--- src/rtl/mem_port_sequencer_if.sv ---
// Port bundle for mem_port_sequencer: cmd/log requester handshakes plus the tag-array pins.
// master = requesters and array environment, slave = the sequencer itself.
`timescale 1ns/1ps
interface mem_port_sequencer_if;
  logic        cmd_req;
  logic        cmd_we;
  logic [5:0]  cmd_addr;
  logic [2:0]  cmd_sel;
  logic [15:0] cmd_wdata;
  logic        cmd_gnt;
  logic        cmd_done;
  logic        cmd_err;
  logic [15:0] cmd_rdata;

  logic        log_req;
  logic        log_we;
  logic [5:0]  log_addr;
  logic [2:0]  log_sel;
  logic [15:0] log_wdata;
  logic        log_gnt;
  logic        log_done;
  logic        log_err;
  logic [15:0] log_rdata;

  logic [15:0] mem_read_in;
  logic        PC_B;
  logic        WE;
  logic        SE;
  logic [5:0]  mem_address;
  logic [2:0]  mem_sel;
  logic [15:0] mem_data_out;
  logic        busy;

  modport master (
    output cmd_req, cmd_we, cmd_addr, cmd_sel, cmd_wdata,
    input  cmd_gnt, cmd_done, cmd_err, cmd_rdata,
    output log_req, log_we, log_addr, log_sel, log_wdata,
    input  log_gnt, log_done, log_err, log_rdata,
    output mem_read_in,
    input  PC_B, WE, SE, mem_address, mem_sel, mem_data_out, busy
  );

  modport slave (
    input  cmd_req, cmd_we, cmd_addr, cmd_sel, cmd_wdata,
    output cmd_gnt, cmd_done, cmd_err, cmd_rdata,
    input  log_req, log_we, log_addr, log_sel, log_wdata,
    output log_gnt, log_done, log_err, log_rdata,
    input  mem_read_in,
    output PC_B, WE, SE, mem_address, mem_sel, mem_data_out, busy
  );
endinterface

--- src/rtl/mem_port_sequencer.sv ---
// Tag-array port sequencer: arbitrates cmd/log requesters and runs precharge/access/recover.
// Optional write readback verify is enabled by defining MEM_PORT_WRITE_VERIFY_EN.
`timescale 1ns/1ps
module mem_port_sequencer #(
  parameter int unsigned T_PRE      = 2,
  parameter int unsigned T_WR       = 2,
  parameter int unsigned T_SENSE    = 2,
  parameter int unsigned DEPTH      = 48,
  parameter int unsigned STARVE_MAX = 4
) (
  input  logic                 clk,
  input  logic                 reset,
  mem_port_sequencer_if.slave  bus
);

  localparam int unsigned     SW         = (STARVE_MAX < 1) ? 1 : $clog2(STARVE_MAX + 1);
  localparam logic [7:0]      PRE_LAST   = 8'(T_PRE - 1);
  localparam logic [7:0]      WR_LAST    = 8'(T_WR - 1);
  localparam logic [7:0]      SENSE_LAST = 8'(T_SENSE - 1);
  localparam logic [6:0]      DEPTH_LIM  = 7'(DEPTH);
  localparam logic [SW-1:0]   STARVE_LIM = SW'(STARVE_MAX);

  typedef enum logic [2:0] {
    IDLE,
    PRE,
    ACC,
    VPRE,
    VACC,
    REC
  } state_e;

  state_e        state_q, state_d;
  logic [7:0]    cnt_q, cnt_d;
  logic          owner_q, owner_d;
  logic          we_q, we_d;
  logic [5:0]    addr_q, addr_d;
  logic [2:0]    sel_q, sel_d;
  logic [15:0]   wdata_q, wdata_d;
  logic          err_q, err_d;
  logic [15:0]   cmdRdata_q, cmdRdata_d;
  logic [15:0]   logRdata_q, logRdata_d;
  logic [SW-1:0] starveCnt_q, starveCnt_d;

  logic          grantCmd, grantLog;
  logic          reqWe;
  logic [5:0]    reqAddr;
  logic [2:0]    reqSel;
  logic [15:0]   reqWdata;
  logic          captureRd;

  always_ff @(posedge clk or negedge reset) begin
    if (!reset) begin
      state_q     <= IDLE;
      cnt_q       <= '0;
      owner_q     <= 1'b0;
      we_q        <= 1'b0;
      addr_q      <= '0;
      sel_q       <= '0;
      wdata_q     <= '0;
      err_q       <= 1'b0;
      cmdRdata_q  <= '0;
      logRdata_q  <= '0;
      starveCnt_q <= '0;
    end else begin
      state_q     <= state_d;
      cnt_q       <= cnt_d;
      owner_q     <= owner_d;
      we_q        <= we_d;
      addr_q      <= addr_d;
      sel_q       <= sel_d;
      wdata_q     <= wdata_d;
      err_q       <= err_d;
      cmdRdata_q  <= cmdRdata_d;
      logRdata_q  <= logRdata_d;
      starveCnt_q <= starveCnt_d;
    end
  end

  always_comb begin
    state_d     = state_q;
    cnt_d       = cnt_q;
    owner_d     = owner_q;
    we_d        = we_q;
    addr_d      = addr_q;
    sel_d       = sel_q;
    wdata_d     = wdata_q;
    err_d       = err_q;
    cmdRdata_d  = cmdRdata_q;
    logRdata_d  = logRdata_q;
    starveCnt_d = starveCnt_q;
    grantCmd    = 1'b0;
    grantLog    = 1'b0;
    captureRd   = 1'b0;
    reqWe       = 1'b0;
    reqAddr     = '0;
    reqSel      = '0;
    reqWdata    = '0;

    if (!bus.log_req) starveCnt_d = '0;

    case (state_q)
      IDLE: begin
        // cmd normally wins; log is forced through once cmd has had STARVE_MAX grants in a row
        if (bus.cmd_req && !(bus.log_req && starveCnt_q == STARVE_LIM)) grantCmd = 1'b1;
        else if (bus.log_req)                                          grantLog = 1'b1;

        reqWe    = grantLog ? bus.log_we    : bus.cmd_we;
        reqAddr  = grantLog ? bus.log_addr  : bus.cmd_addr;
        reqSel   = grantLog ? bus.log_sel   : bus.cmd_sel;
        reqWdata = grantLog ? bus.log_wdata : bus.cmd_wdata;

        if (grantCmd || grantLog) begin
          owner_d = grantLog;
          we_d    = reqWe;
          cnt_d   = '0;
          if ({1'b0, reqAddr} < DEPTH_LIM) begin
            addr_d  = reqAddr;
            sel_d   = reqSel;
            if (reqWe) wdata_d = reqWdata;
            err_d   = 1'b0;
            state_d = PRE;
          end else begin
            err_d   = 1'b1;
            state_d = REC;
          end
        end

        if (grantCmd && bus.log_req && starveCnt_q != STARVE_LIM)
          starveCnt_d = starveCnt_q + 1'b1;
        if (grantLog) starveCnt_d = '0;
      end

      PRE: begin
        if (cnt_q == PRE_LAST) begin
          cnt_d   = '0;
          state_d = ACC;
        end else begin
          cnt_d = cnt_q + 8'd1;
        end
      end

      ACC: begin
        if ((we_q && cnt_q == WR_LAST) || (!we_q && cnt_q == SENSE_LAST)) begin
          cnt_d     = '0;
          captureRd = !we_q;
          if (we_q) begin
`ifdef MEM_PORT_WRITE_VERIFY_EN
            state_d = VPRE;
`else
            state_d = REC;
`endif
          end else begin
            state_d = REC;
          end
        end else begin
          cnt_d = cnt_q + 8'd1;
        end
      end

      VPRE: begin
        if (cnt_q == PRE_LAST) begin
          cnt_d   = '0;
          state_d = VACC;
        end else begin
          cnt_d = cnt_q + 8'd1;
        end
      end

      VACC: begin
        if (cnt_q == SENSE_LAST) begin
          cnt_d     = '0;
          captureRd = 1'b1;
          err_d     = (bus.mem_read_in != wdata_q);
          state_d   = REC;
        end else begin
          cnt_d = cnt_q + 8'd1;
        end
      end

      REC: state_d = IDLE;

      default: state_d = IDLE;
    endcase

    if (captureRd) begin
      if (owner_q) logRdata_d = bus.mem_read_in;
      else         cmdRdata_d = bus.mem_read_in;
    end
  end

  // Array pins decode straight from state so a reset drops them in the same cycle
  assign bus.PC_B         = !(state_q == PRE || state_q == VPRE);
  assign bus.WE           = (state_q == ACC) && we_q;
  assign bus.SE           = ((state_q == ACC) && !we_q) || (state_q == VACC);
  assign bus.mem_address  = addr_q;
  assign bus.mem_sel      = sel_q;
  assign bus.mem_data_out = wdata_q;
  assign bus.busy         = (state_q != IDLE);

  assign bus.cmd_gnt   = (state_q != IDLE) && !owner_q;
  assign bus.log_gnt   = (state_q != IDLE) && owner_q;
  assign bus.cmd_done  = (state_q == REC) && !owner_q;
  assign bus.log_done  = (state_q == REC) && owner_q;
  assign bus.cmd_err   = bus.cmd_done && err_q;
  assign bus.log_err   = bus.log_done && err_q;
  assign bus.cmd_rdata = cmdRdata_q;
  assign bus.log_rdata = logRdata_q;

endmodule

--- src/flat_wrapper.sv ---
// flat-port wrapper written by rule: the top's interface ports become plain ports
module mem_port_sequencer_flat 
#(
  parameter int unsigned T_PRE      = 2,
  parameter int unsigned T_WR       = 2,
  parameter int unsigned T_SENSE    = 2,
  parameter int unsigned DEPTH      = 48,
  parameter int unsigned STARVE_MAX = 4
)
  (clk, reset, bus_cmd_req, bus_cmd_we, bus_cmd_addr, bus_cmd_sel, bus_cmd_wdata, bus_cmd_gnt, bus_cmd_done, bus_cmd_err, bus_cmd_rdata, bus_log_req, bus_log_we, bus_log_addr, bus_log_sel, bus_log_wdata, bus_log_gnt, bus_log_done, bus_log_err, bus_log_rdata, bus_mem_read_in, bus_PC_B, bus_WE, bus_SE, bus_mem_address, bus_mem_sel, bus_mem_data_out, bus_busy);
  mem_port_sequencer_if bus_i ();
  input  logic clk;
  input  logic reset;
  input wire logic [$bits(bus_i.cmd_req)-1:0] bus_cmd_req;
  input wire logic [$bits(bus_i.cmd_we)-1:0] bus_cmd_we;
  input wire logic [$bits(bus_i.cmd_addr)-1:0] bus_cmd_addr;
  input wire logic [$bits(bus_i.cmd_sel)-1:0] bus_cmd_sel;
  input wire logic [$bits(bus_i.cmd_wdata)-1:0] bus_cmd_wdata;
  output wire logic [$bits(bus_i.cmd_gnt)-1:0] bus_cmd_gnt;
  output wire logic [$bits(bus_i.cmd_done)-1:0] bus_cmd_done;
  output wire logic [$bits(bus_i.cmd_err)-1:0] bus_cmd_err;
  output wire logic [$bits(bus_i.cmd_rdata)-1:0] bus_cmd_rdata;
  input wire logic [$bits(bus_i.log_req)-1:0] bus_log_req;
  input wire logic [$bits(bus_i.log_we)-1:0] bus_log_we;
  input wire logic [$bits(bus_i.log_addr)-1:0] bus_log_addr;
  input wire logic [$bits(bus_i.log_sel)-1:0] bus_log_sel;
  input wire logic [$bits(bus_i.log_wdata)-1:0] bus_log_wdata;
  output wire logic [$bits(bus_i.log_gnt)-1:0] bus_log_gnt;
  output wire logic [$bits(bus_i.log_done)-1:0] bus_log_done;
  output wire logic [$bits(bus_i.log_err)-1:0] bus_log_err;
  output wire logic [$bits(bus_i.log_rdata)-1:0] bus_log_rdata;
  input wire logic [$bits(bus_i.mem_read_in)-1:0] bus_mem_read_in;
  output wire logic [$bits(bus_i.PC_B)-1:0] bus_PC_B;
  output wire logic [$bits(bus_i.WE)-1:0] bus_WE;
  output wire logic [$bits(bus_i.SE)-1:0] bus_SE;
  output wire logic [$bits(bus_i.mem_address)-1:0] bus_mem_address;
  output wire logic [$bits(bus_i.mem_sel)-1:0] bus_mem_sel;
  output wire logic [$bits(bus_i.mem_data_out)-1:0] bus_mem_data_out;
  output wire logic [$bits(bus_i.busy)-1:0] bus_busy;
  assign bus_i.cmd_req = bus_cmd_req;
  assign bus_i.cmd_we = bus_cmd_we;
  assign bus_i.cmd_addr = bus_cmd_addr;
  assign bus_i.cmd_sel = bus_cmd_sel;
  assign bus_i.cmd_wdata = bus_cmd_wdata;
  assign bus_cmd_gnt = bus_i.cmd_gnt;
  assign bus_cmd_done = bus_i.cmd_done;
  assign bus_cmd_err = bus_i.cmd_err;
  assign bus_cmd_rdata = bus_i.cmd_rdata;
  assign bus_i.log_req = bus_log_req;
  assign bus_i.log_we = bus_log_we;
  assign bus_i.log_addr = bus_log_addr;
  assign bus_i.log_sel = bus_log_sel;
  assign bus_i.log_wdata = bus_log_wdata;
  assign bus_log_gnt = bus_i.log_gnt;
  assign bus_log_done = bus_i.log_done;
  assign bus_log_err = bus_i.log_err;
  assign bus_log_rdata = bus_i.log_rdata;
  assign bus_i.mem_read_in = bus_mem_read_in;
  assign bus_PC_B = bus_i.PC_B;
  assign bus_WE = bus_i.WE;
  assign bus_SE = bus_i.SE;
  assign bus_mem_address = bus_i.mem_address;
  assign bus_mem_sel = bus_i.mem_sel;
  assign bus_mem_data_out = bus_i.mem_data_out;
  assign bus_busy = bus_i.busy;
  mem_port_sequencer #(.T_PRE(T_PRE), .T_WR(T_WR), .T_SENSE(T_SENSE), .DEPTH(DEPTH), .STARVE_MAX(STARVE_MAX)) u_core (.clk(clk), .reset(reset), .bus(bus_i));
endmodule
--- config.mk ---
export PLATFORM = sky130hd
export DESIGN_NAME = mem_port_sequencer_flat
export DESIGN_NICKNAME = d
export VERILOG_FILES = /design/src/rtl/mem_port_sequencer_if.sv /design/src/rtl/mem_port_sequencer.sv /design/src/flat_wrapper.sv
export SDC_FILE = /design/constraint.sdc
export NUM_CORES = 1
export LEC_CHECK = 0
export ABC_CLOCK_PERIOD_IN_PS = 2820
export CORE_MARGIN = 3
export CORE_UTILIZATION = 35
export CTS_CLUSTER_DIAMETER = 60
export DETAILED_ROUTE_END_ITERATION = 7
export GPL_ROUTABILITY_DRIVEN = 1
export MAX_ROUTING_LAYER = met4
export PLACE_DENSITY = 0.67
export SLEW_MARGIN = 10
export SYNTH_ARGS = -nofsm -noshare
export SYNTH_HDL_FRONTEND = slang
export SYNTH_SLANG_ARGS = --single-unit
--- constraint.sdc ---
create_clock -name clk -period 2.82 [get_ports clk]
set_input_delay 0.282 -clock clk [delete_from_list [all_inputs] [get_ports clk]]
set_output_delay 0.282 -clock clk [all_outputs]
set_load 0.01 [all_outputs]
After elaboration in Yosys (flattened, before gate mapping)
Cells that the tools add are included.
W data, S select, Z words.

storage, ports and cells
  logic and storage cells = 95
  output and inout port bits = 67
  register bits after elaboration = 74
  input port bits = 72

cells by class
  magnitude comparators = 1
  reduce and logical (&&, ||, !) cells = 35
  equal/unequal tests = 14
  bitwise gates (word level) = 1
  add/subtract/negate cells = 2
  multiplexer cells = 31

operator list
  operator               number
  $mux W3                11
  $mux W8                3
  $pmux W8 S3            1
  $mux W16               1
  $ne A16 B16 Y1         1
  $pmux W3 S5            1
  $logic_and A1 B1 Y1    14
  $mux W1                11
  $ne A2 B1 Y1 const B   5
  $eq A3 B3 Y1 const B   3
  $add A8 B1 Y8 const B  1
  $eq A8 B1 Y1 const B   1
  $reduce_and A2 Y1      4
  $eq A3 B2 Y1 const B   2
  $lt A6 B6 Y1 const B   1
  $mux W6                1
  $reduce_and A3 Y1      2
  $reduce_bool A3 Y1     2
  $reduce_and A5 Y1      1
  $logic_not A1 Y1       4
  $logic_or A1 B1 Y1     4
  $pmux W1 S2            2
  $reduce_and A4 Y1      1
  $add A3 B1 Y3 const B  1
  6 further kinds        6

Logic depth before layout (Yosys ltp)
Gate-level depths: netlist of the first run.

  depth after elaboration = 11
  mapped depth = 10
  depth with buffers taken out = 7

Least setup slack after synthesis of the first run
No wires, ideal clock.

  kind = register to register
  from = register u_core.cnt_q[1]
  to = register u_core.cmdRdata_q[10] (netlist: u_core.bus.cmd_rdata[10])
  period minus slack after synthesis = 1.982 ns
  slack = 0.838 ns
  path buffers = 2
  library setup time = 0.125 ns
  data arrival time = 1.857 ns
  cell stages (with the launch flop) = 10
  required time = 2.695 ns
  cells stage by stage = dfrtp_1 > inv_1 > ha_1 > nor4b_2 > and2_1 > clkbuf_1 > nand2_1 > nor2_4 > buf_6 > mux2_2

on the way
  word-level cells in the longest chain between the ends = 6
  elaborated cells on any way between the ends = 8
  those cells by class = 1 x eq/ne; 3 x mux; 4 x reduce/logical

ends and longest elaborated chain
  what                                    line                                                  RTL
  start: declaration                      mem_port_sequencer.sv:33                              logic [7:0] cnt_q, cnt_d;
  start signal: assignment                mem_port_sequencer.sv:66                              cnt_q <= cnt_d;
  $eq A8 B1 Y1 (*)                        mem_port_sequencer.sv:143, mem_port_sequencer.sv:170
  $logic_and A1 B1 Y1                     mem_port_sequencer.sv:143                             if ((we_q && cnt_q == WR_LAST) || (!we_q && cnt_q == SENSE_LAST)) begin
  $logic_or A1 B1 Y1                      mem_port_sequencer.sv:143
  $mux W1                                 mem_port_sequencer.sv:143
  $pmux W1 S2 (*)                         mem_port_sequencer.sv:101                             case (state_q)
  $reduce_and A2 Y1 (no source line) (*)  n/a
  end signal: assignment                  mem_port_sequencer.sv:73                              cmdRdata_q <= cmdRdata_d;
  end: declaration                        mem_port_sequencer.sv:40                              logic [15:0] cmdRdata_q, cmdRdata_d;

Mark *: on every way between the ends. The rest lies on a longest branch, timed or not.
A chain may end at the register's enable or synchronous reset.

Worst setup path in the final report of the first run
  from = register u_core.state_q[0]
  to = output bus_log_gnt

on the way
  word-level cells in the longest chain between the ends = 2

ends and longest elaborated chain
  what                      line                       RTL
  start: declaration        mem_port_sequencer.sv:32   state_e state_q, state_d;
  start signal: assignment  mem_port_sequencer.sv:65   state_q <= state_d;
  $reduce_bool A3 Y1        mem_port_sequencer.sv:201  assign bus.log_gnt = (state_q != IDLE) && owner_q;
  $logic_and A1 B1 Y1       mem_port_sequencer.sv:201
  end: declaration          flat_wrapper.sv:28         output wire logic [$bits(bus_i.log_gnt)-1:0] bus_log_gnt;

No other way between the ends.

==> results of run 1 <==
==> per-layer routing <==
layer | GRT usage, % | vias to the layer above | wire length (um)
met2 | 28.95 | 72 | 5030
met3 | 4.979 | 10 | 489
li1 | - | 1457 | -
met4 | 4.599 | 0 | 148
met1 | 21.60 | 1429 | 4196
met5 | - | - | 0
==> worst paths after layout <==
| check | from | end | slack, ps | depth (start not counted) |
|---|---|---|---|---|
| setup / recovery | u_core.state_q[0] | bus_log_gnt | 390 | 4 |
| max in group asynchronous | reset | u_core.bus.mem_address[2] | 2140 | 1 |
| hold / removal | reset | u_core.bus.log_rdata[3] | 60 | 1 |
| setup reg to reg | u_core.state_q[2] | u_core.bus.log_rdata[12] | 550 | 4 |
| min in group clk | bus_log_wdata[4] | u_core.bus.mem_data_out[4] | 490 | 3 |
| hold reg to reg | u_core.bus.cmd_rdata[14] | u_core.bus.cmd_rdata[14] | 510 | 1 |
==> cell type report <==
class,instances,area [sq um]
well taps,133,166.4
clock buffers,10,127.6
inverters,6,22.52
repair buffers,142,1409
flip-flops and latches,74,1852
clock inverters,6,90.09
fillers,870,4583
multi-input cells,246,1614
==> registers in the layout (all words and copies together) (netlist names) <==
name                     flops
u_core.bus.mem_sel           3
u_core.bus.mem_data_out     16
u_core.owner_q               1
u_core.state_q               3
u_core.bus.log_rdata        16
u_core.starveCnt_q           3
u_core.bus.mem_address       6
u_core.bus.cmd_rdata        16
u_core.err_q                 1
u_core.cnt_q                 8
u_core.we_q                  1
==> power by group through the flow <==
stage	Clock, mW	Sequential, mW	Combinational, mW
finish	0.904	1.90	2.39
global route	0.984	1.98	2.59
CTS	0.932	1.90	2.42
detailed placement	0	1.92	2.42
global placement	0	1.89	2.38
floorplan	0	2.00	1.02
==> metrics by stage <==
stage	utilization (%)	instance area [sq um]	setup slack [ps]	hold WS, ps	power, mW
after floorplan	-	3597	838.4	-13.59	3.020
after global placement	51.33	5064	607.2	470.4	4.275
after detailed placement	51.33	5064	537.2	492.1	4.336
after CTS	53.54	5281	359.6	107.9	5.259
after global routing	53.54	5281	217.1	131.7	5.551
final	53.54	5281	392.0	63.81	5.194
==> cell usage after synthesis (2+ instances only) <==
library cell   n  share of area [%]
inv_1          5               0.52
and3_1         2               0.35
dfrtp_1       74                 51
and2_1         5               0.87
nand3b_1       3               0.63
o21ai_0        5               0.70
mux2_2        32                 10
nand4_1        4               0.70
nand3_1        4               0.56
nand2b_1       2               0.35
o22ai_1        2               0.35
nor3_1         5               0.70
a21oi_1        7               0.97
nor2_1        37                3.9
ha_1           4                1.4
a21oi_2        3               0.73
buf_2          6               0.83
xnor2_1        5                1.2
clkbuf_1       7               0.73
nand2_1       59                6.2
xor2_1        17                4.1
nor4_1         2               0.35
mux2i_1        3               0.83
a31oi_1       23                4.0
buf_6          4                1.3
o21a_1         2               0.42
==> cells by family after synthesis <==
logic type	Yosys count
AOI/OAI and AO/OA	53
xor gates and xnor gates	22
adders and majority gates	4
buffers and inverters	24
DFF	74
muxes	36
and+or+nand+nor	131
==> key figures, run 1 <==
Clock tree
  • CTS resizes: 0
  • Total CTS buffers: 9
  • Post-CTS Repair Setup Buffers: 0
  • Hold Buf Count CTS: 0
  • Clock tree buffer depth: 2
  • Root Driver: clkbuf_8
  • CTS tree: yes
  • Worst-path clk slew: approximately 80 ps
  • TritonCTS Sinks: 74
  • Clock Latency Late Sink: between 300 and 400 ps
  • H-Tree Depth: 3

Logic synthesis
  • Simple-gate share of the synthesized area: between 15 and 20%
  • Unique masters post-synth: 48
  • Post-Syn Nets: 420
  • Xor and xnor area share after synthesis: about 5.4%
  • Main combinational cell family by area after synthesis: simple AND/OR/NAND/NOR gates
  • Post-Syn Instances: 344
  • Synth Area per Inst: approximately 10 sq um
  • Synth warn: 0
  • Top FF cell, synth: dfrtp_1
  • Synth Area in Compound Gates: 10.12%
  • Asr flop ratio synth: 100.0%
  • Sequential fraction of the synthesis area: 51.48%
  • Adder-cell share of the synthesized area: between 1 and 1.5%
  • Post-synth EDFFs: 0
  • Post-Syn Area: about 0.0036 sq mm
  • Post-synthesis mux area share: between 10% and 20%
  • Yosys reg bits: 74

Worst setup path
  • Cell-by-cell trace of the critical path: nor3_4 > clkinv_1 > and2_1 > clkdlybuf4s50_1
  • Setup crit end kind: primary output
  • WS Path Type: register to primary output
  • Startpoint Class: register
  • CP Data Arrival Time: around 2200 ps
  • Worst path required time: between 2000 and 3000 ps
  • CP bufs+invs: 2
  • Kind of cell adding the most delay to the critical path: buffers and inverters
  • Critical path's slowest cell: dfrtp_1
  • Worst-path fanout max: 9
  • Max incr delay on CP: approximately 500 ps

Finish
  • Ant. Diodes: 0
  • NumNets Final: ~560
  • Fin cells: just over 600
  • Area Growth Syn to Fin: 46.82%
  • Share of cells above drive strength 1: 12.60%
  • Most common cell after layout, fill and taps aside: clkdlybuf4s50_1
  • Most frequent cells in the layout: clkdlybuf4s50_1 (137), dfrtp_1 (74), nand2_1 (59), nor2_1 (37), mux2_2 (32)

Power and ir drop
  • Pwr dens: a little under 1000 mW/mm^2
  • Sequential share of power: 36.6%
  • Switching pwr: about 1.8 mW
  • Peak supply drop: about 0.00045 V
  • Switching Share: between 30% and 40%
  • Clk pwr share: approximately 17%
  • Leakage: approximately 2.2 nW
  • Internal: ~3.4 mW
  • Logic pwr share: between 40% and 50%

Timing
  • Unrepaired setup endpoints after global routing: no
  • Final setup violating endpoints: 0
  • Post-route minimum period: roughly 2400 ps
  • Clock skew: approximately 11 ps
  • Final Cycle Share: 86.10%
  • Worst Tran Pin Value: around 940 ps
  • Fmax: between 400 and 500 MHz
  • Final Hold Fails: 0
  • Final setup TNS: 0 ps
  • Max Slew Vio Count: 0
  • Rel. slew slack: approximately 37%

GRT
  • Gr ovfl total: 0
  • Initial antenna violation count: 0
  • Vias in the first global route: around 3000
  • Largest net degree at the start of global routing: 75
  • Total track usage: roughly 18%
  • First-pass GRT wire length: 15420 um

Floorplanning
  • Die width: between 100 and 150 um
  • Io pins: roughly 140
  • Die area: 0.01153 sq mm
  • Starting Density: around 36%
  • Area of the core: a little under 0.01 sq mm
  • Die H: approximately 110 um
  • Row count: 36

Detailed routing
  • DRC: 0
  • Via count: a little under 3000
  • First DRT Iteration DRCs: roughly 120
  • Routed Antenna Nets: 0
  • DRT Pass-1 Iters: 4
  • Via density: approximately 4.8
  • Routed len/inst: roughly 16 um
  • Final wirelength: between 9000 and 10000 um

Placement
  • Port bufs: ~140
  • Placed cells: 601
  • Final GP Congestion: about 0.83
  • Final HPWL DP: between 7000 and 8000 um

Run status
  • Status: completed

Worst hold path
  • Hold WC Path Type: input pin to async pin

Flow run
  • Max-Cap Viols: 0
Note: power is estimated with default switching activity, not from simulation.
==> inputs of run 2 (changes only) <==
Settings changed: CAP_MARGIN set to 25.
==> run 2 against run 1 <==
Net effect: total power is 0.14% higher; via count is 0.71% higher; hold slack better by 240 ps; non-clock buffer count is 2 higher; worst setup slack better by 0.62 ps; clock skew hardly changed; critical path depth stayed put; cell count is 0.32% higher; first-iteration DRC count is 5.7% higher; sequential power hardly changed; sequential cell count stayed put; critical path type unchanged; largest cell class unchanged.
==> key figures, run 2 (synthesis gave the netlist of run 1 again) <==
Run status
  • Status: completed

Floorplanning
  • Row count: 36 (unchanged)
  • Die width: 107.4 um (unchanged)
  • Io pins: 139 (unchanged)
  • Die area: 0.01153 sq mm (unchanged)
  • Starting Density: 36.47% (unchanged)
  • Area of the core: 0.009864 sq mm (unchanged)
  • Die H: 107.4 um (unchanged)

Power and ir drop
  • Switching Share: 34.79% (about the same)
  • Logic pwr share: 46.0% (about the same)
  • Peak supply drop: 0.0004542 V (about the same)
  • Switching pwr: 1.810 mW (+0.13%)
  • Clk pwr share: 17.4% (about the same)
  • Internal: 3.392 mW (+0.15%)
  • Sequential share of power: 36.6% (about the same)
  • Pwr dens: 977.9 mW/mm^2 (-0.56%)
  • Power, Total: 5.202 mW (+0.14%)
  • Leakage: 2.210 nW (+0.77%)

GRT
  • Initial antenna violation count: 0 (unchanged)
  • Total track usage: 17.65% (unchanged)
  • Largest net degree at the start of global routing: 75 (unchanged)
  • First-pass GRT wire length: 15420 um (unchanged)
  • Vias in the first global route: 2987 (unchanged)
  • Gr ovfl total: 0 (unchanged)

Detailed routing
  • Routed len/inst: 15.97 um (about the same)
  • Via count: 2989 (+0.71%)
  • DRT Pass-1 Iters: 4 (unchanged)
  • First DRT Iteration DRCs: 130 (+5.7%)
  • Final wirelength: 9888 um (+0.23%)
  • Via density: 4.829 (+0.38%)
  • Routed Antenna Nets: 0 (unchanged)
  • DRC: 0 (unchanged)

Timing
  • Slack of the critical path: 392.6 ps (+0.6210 ps)
  • Final setup TNS: 0 ps (unchanged)
  • Clock skew: 11.48 ps (+0.3954 ps)
  • Max Slew Vio Count: 0 (unchanged)
  • Fmax: 412.0 MHz (about the same)
  • Final Cycle Share: 86.08% (about the same)
  • Post-route minimum period: 2427 ps (-0.6210 ps)
  • Unrepaired setup endpoints after global routing: no
  • Final Hold Fails: 0 (unchanged)
  • Rel. slew slack: 59.51% (+22 points)
  • Worst Tran Pin Value: 607.4 ps (-331.6 ps)
  • Final setup violating endpoints: 0 (unchanged)

Clock tree
  • Root Driver: clkbuf_8
  • Hold Buf Count CTS: 0 (unchanged)
  • Post-CTS Repair Setup Buffers: 0 (unchanged)
  • TritonCTS Sinks: 74 (unchanged)
  • CTS resizes: 0 (unchanged)
  • Clock tree buffer depth: 2 (unchanged)
  • CTS tree: yes
  • Clock Latency Late Sink: 350 ps (about the same)
  • Worst-path clk slew: 80 ps (about the same)
  • H-Tree Depth: 3 (unchanged)
  • Total CTS buffers: 9 (unchanged)

Placement
  • Final HPWL DP: 7449 um (unchanged)
  • Port bufs: 138 (unchanged)
  • Post-Place Worst Slack: 537.2 ps (unchanged)
  • Final GP Congestion: 0.8338 (unchanged)
  • Placed cells: 601 (unchanged)
  • Area after DPL: 0.005064 sq mm (unchanged)

Worst setup path
  • Setup crit end kind: primary output
  • Startpoint Class: register
  • WS Path Type: register to primary output
  • Worst-path fanout max: 11 (+2)
  • R2R Setup Slk: 550 ps (about the same)
  • R2r endpoint: u_core.bus.log_rdata[12]
  • R2r startpoint: u_core.state_q[2]
  • Worst path required time: 2540 ps (about the same)
  • Worst reg2reg path depth: 4 (unchanged)
  • CP Data Arrival Time: 2150 ps (about the same)

Finish
  • Most frequent cells in the layout: clkdlybuf4s50_1 (137), dfrtp_1 (74), nand2_1 (59), nor2_1 (37), mux2_2 (32)
  • # fillers: 865 (-0.57%)
  • Most common cell after layout, fill and taps aside: clkdlybuf4s50_1
  • Ant. Diodes: 0 (unchanged)
  • Fin cells: 619 (+0.32%)
  • Final instance area: 0.005319 sq mm (+0.71%)
  • NumNets Final: 557 (+0.36%)
  • Area Growth Syn to Fin: 47.86%
  • Share of cells above drive strength 1: 12.76% (+0.15 points)

Flow run
  • Max-Cap Viols: 0 (unchanged)

Worst hold path
  • Hold WC Path Type: input pin to async pin
[run 2: metal layers]
metal	routed length, um	global-route usage (%)
met2	5047	28.95
met3	484	4.979
met5	0	-
met1	4212	21.60
met4	143	4.599
[run 2: critical path: stages (launching register included)]
cell,delay [ps]
dfrtp_1,490
nor3_4,390
clkinv_1,240
and2_1,210
clkdlybuf4s50_1,480
[run 2: layout make-up]
class | count | area, sq um | share of cell area (%)
Sequential cell | 74 | 1852 | 34.82
Multi-Input combinational cell | 246 | 1614 | 30.35
Timing Repair Buffer | 144 | 1446 | 27.19
Tap cell | 133 | 166.4 | 3.129
Clock buffer | 10 | 127.6 | 2.399
Clock inverter | 6 | 90.09 | 1.694
Inverter | 6 | 22.52 | 0.4234
[run 2: per-stage QoR]
| stage | hold slack (ps) | utilization (%) |
|---|---|---|
| 2_1_floorplan | -13.59 | - |
| 3_3_place_gp | 470.4 | 51.33 |
| 3_5_place_dp | 492.1 | 51.33 |
| 4_1_cts | 107.9 | 53.54 |
| 5_1_grt | 287.1 | 53.92 |
| 6_report | 300.2 | 53.92 |
[run 2: how the worst max path moves through the flow]
stage | from | end | slack (ps)
after floorplan | u_core.cnt_q[1] | u_core.bus.cmd_rdata[10] | 840
after global placement | u_core.state_q[2] | u_core.bus.cmd_rdata[6] | 610
after detailed placement | bus_cmd_req | u_core.bus.mem_address[0] | 540
after CTS | u_core.state_q[0] | bus_log_gnt | 360
after global routing | u_core.state_q[0] | bus_log_gnt | 220
final | u_core.state_q[1] | bus_log_gnt | 390
[run 2: power groups by stage]
stage | registers (mW) | clock network (mW) | logic [mW]
6_report | 1.90 | 0.905 | 2.40
5_1_grt | 1.98 | 0.984 | 2.60
2_1_floorplan | 2.00 | 0 | 1.02
4_1_cts | 1.90 | 0.932 | 2.42
3_5_place_dp | 1.92 | 0 | 2.42
3_3_place_gp | 1.89 | 0 | 2.38
==> inputs of run 3 (changes only) <==
Settings changed: CORE_UTILIZATION 35 to 44, PLACE_DENSITY 0.67 to 0.81, SKIP_CTS_REPAIR_TIMING set to 1, TNS_END_PERCENT set to 50.
==> run 3 against run 2 <==
Net effect: count of clock-buffer cells in the layout increased by 2; critical path depth down 1; non-clock buffer count is 1 higher; core utilization up 14 points; clock skew decreased by 6.3 ps; clock power up 5.5%; worst setup slack got worse by 23 ps; register-to-register slack barely moved; critical path type unchanged; critical endpoint is now bus_SE; highest routed layer unchanged.
==> key figures, run 3 (synthesis gave the netlist of run 1 again) <==
GRT
  • Vias in the first global route: 3130 (+4.8%)
  • First-pass GRT wire length: 15270 um (-0.99%)
  • Initial antenna violation count: 0 (unchanged)
  • Gr ovfl total: 0 (unchanged)
  • Largest net degree at the start of global routing: 51 (-32%)
  • Total track usage: 22.23% (+4.6 points)

Worst setup path
  • Startpoint Class: register
  • R2r startpoint: u_core.state_q[1]
  • CP Data Arrival Time: 2170 ps (+20 ps)
  • Max incr delay on CP: 590 ps (+100 ps)
  • R2r endpoint: u_core.bus.cmd_rdata[10]
  • Cell-by-cell trace of the critical path: or3b_2 > a21oi_2 > clkdlybuf4s50_1
  • Worst-path fanout max: 11 (unchanged)
  • Critical path's slowest cell: clkdlybuf4s50_1
  • WS Path Type: register to primary output
  • R2R Setup Slk: 560 ps (about the same)
  • Worst reg2reg path depth: 5 (+1)
  • Setup crit end kind: primary output
  • Worst path required time: 2540 ps (about the same)

Timing
  • Clock skew: 5.132 ps (-6.346 ps)
  • Rel. slew slack: 59.87% (+0.36 points)
  • Final setup violating endpoints: 0 (unchanged)
  • Final Hold Fails: 0 (unchanged)
  • Worst Tran Pin Value: 602.0 ps (-5.425 ps)
  • Fmax: 408.0 MHz (-0.95%)
  • Max Slew Vio Count: 0 (unchanged)
  • Post-route minimum period: 2451 ps (+23.28 ps)
  • Final setup TNS: 0 ps (unchanged)
  • Fin Hold WS: 484.1 ps (+183.9 ps)
  • Unrepaired setup endpoints after global routing: no
  • Final Cycle Share: 86.90% (+0.83 points)

Placement
  • Port bufs: 138 (unchanged)
  • Placed cells: 572 (-4.8%)
  • Final GP Congestion: 0.8510 (+2.1%)
  • Final HPWL DP: 7580 um (+1.8%)

Flow run
  • Max-Cap Viols: 0 (unchanged)

Detailed routing
  • DRC: 0 (unchanged)
  • Routed Antenna Nets: 0 (unchanged)
  • First DRT Iteration DRCs: 125 (-3.8%)
  • Final wirelength: 9789 um (-1.0%)
  • DRT Pass-1 Iters: 4 (unchanged)
  • Via count: 3054 (+2.2%)
  • Routed len/inst: 16.62 um (+4.0%)
  • Via density: 5.185 (+7.4%)

Clock tree
  • Total CTS buffers: 9 (unchanged)
  • TritonCTS Sinks: 74 (unchanged)
  • Worst-path clk slew: 80 ps (about the same)
  • Clock tree buffer depth: 2 (unchanged)
  • CTS tree: yes
  • H-Tree Depth: 3 (unchanged)
  • Root Driver: clkbuf_8
  • Clock Latency Late Sink: 340 ps (about the same)

Floorplanning
  • Io pins: 139 (unchanged)
  • Row count: 32 (-11%)
  • Die area: 0.009297 sq mm (-19%)
  • Die H: 96.42 um (-10%)
  • Area of the core: 0.007848 sq mm (-20%)
  • Die width: 96.42 um (-10%)
  • Starting Density: 45.84% (+9.4 points)

Finish
  • Fin cells: 589 (-4.8%)
  • Most frequent cells in the layout: clkdlybuf4s50_1 (137), dfrtp_1 (74), nand2_1 (59), nor2_1 (37), mux2_2 (32)
  • Util after Layout: 67.51% (+14 points)
  • NumNets Final: 558 (+0.18%)
  • Ant. Diodes: 0 (unchanged)
  • Most common cell after layout, fill and taps aside: clkdlybuf4s50_1
  • Area Growth Syn to Fin: 47.27%
  • Share of cells above drive strength 1: 13.14% (+0.38 points)

Run status
  • Status: completed

Power and ir drop
  • Leakage: 2.223 nW (+0.58%)
  • Pwr dens: 990.9 mW/mm^2 (+1.3%)
  • Peak supply drop: 0.0005500 V (+21%)

Worst hold path
  • Hold WC Path Type: input pin to async pin
run 3: cell count changes in the layout (fill, tap and decap cells not counted), sizes merged:
cell	delta
clkinv	-1
inv	-1
buf	+1
clkbuf	+2
run 3: worst max path at each step:
stage                       from                          end  slack [ps]
2_1_floorplan    u_core.cnt_q[1]     u_core.bus.cmd_rdata[10]         840
3_3_place_gp         bus_cmd_req  u_core.bus.mem_data_out[13]         640
3_5_place_dp         bus_cmd_req    u_core.bus.mem_address[1]         520
4_1_cts        u_core.state_q[1]                       bus_SE         350
5_1_grt        u_core.state_q[1]                       bus_SE         250
6_report       u_core.state_q[1]                       bus_SE         370
run 3: layout make-up:
class	instances	area, sq um
tap	102	127.6
fill	611	2550
sequential	74	1852
clock inverter	4	72.57
multi-input combinational	246	1614
clock buffer	12	165.2
timing repair buffer	145	1444
inverter	6	22.52
run 3: report_power, final:
group	switching, mW	internal (mW)
sequential	0.382	1.53
combinational	1.02	1.36
clock	0.386	0.569
run 3: worst max-delay path, delay by kind of cell (launching register included):
family	cells	cell delay [ps]
flops	1	530
buf+inv	1	590
simple gates	1	490
compound gates	1	210
run 3: per-stage QoR:
step	power, mW	instance area (sq um)	worst slack [ps]
final	5.249	5298	369.3
after global routing	5.596	5298	252.3
after CTS	5.301	5288	354.0
after detailed placement	4.340	5050	515.5
after global placement	4.241	5050	640.0
after floorplan	3.020	3597	838.4
run 3: layer usage:
layer  GRT usage, %  up-vias  wire length (um)
met2          35.02      108              4934
met5              -        -                 0
met1          27.73     1455              3903
met3          4.725       28               547
met4          9.813        0               403
li1               -     1463                 -
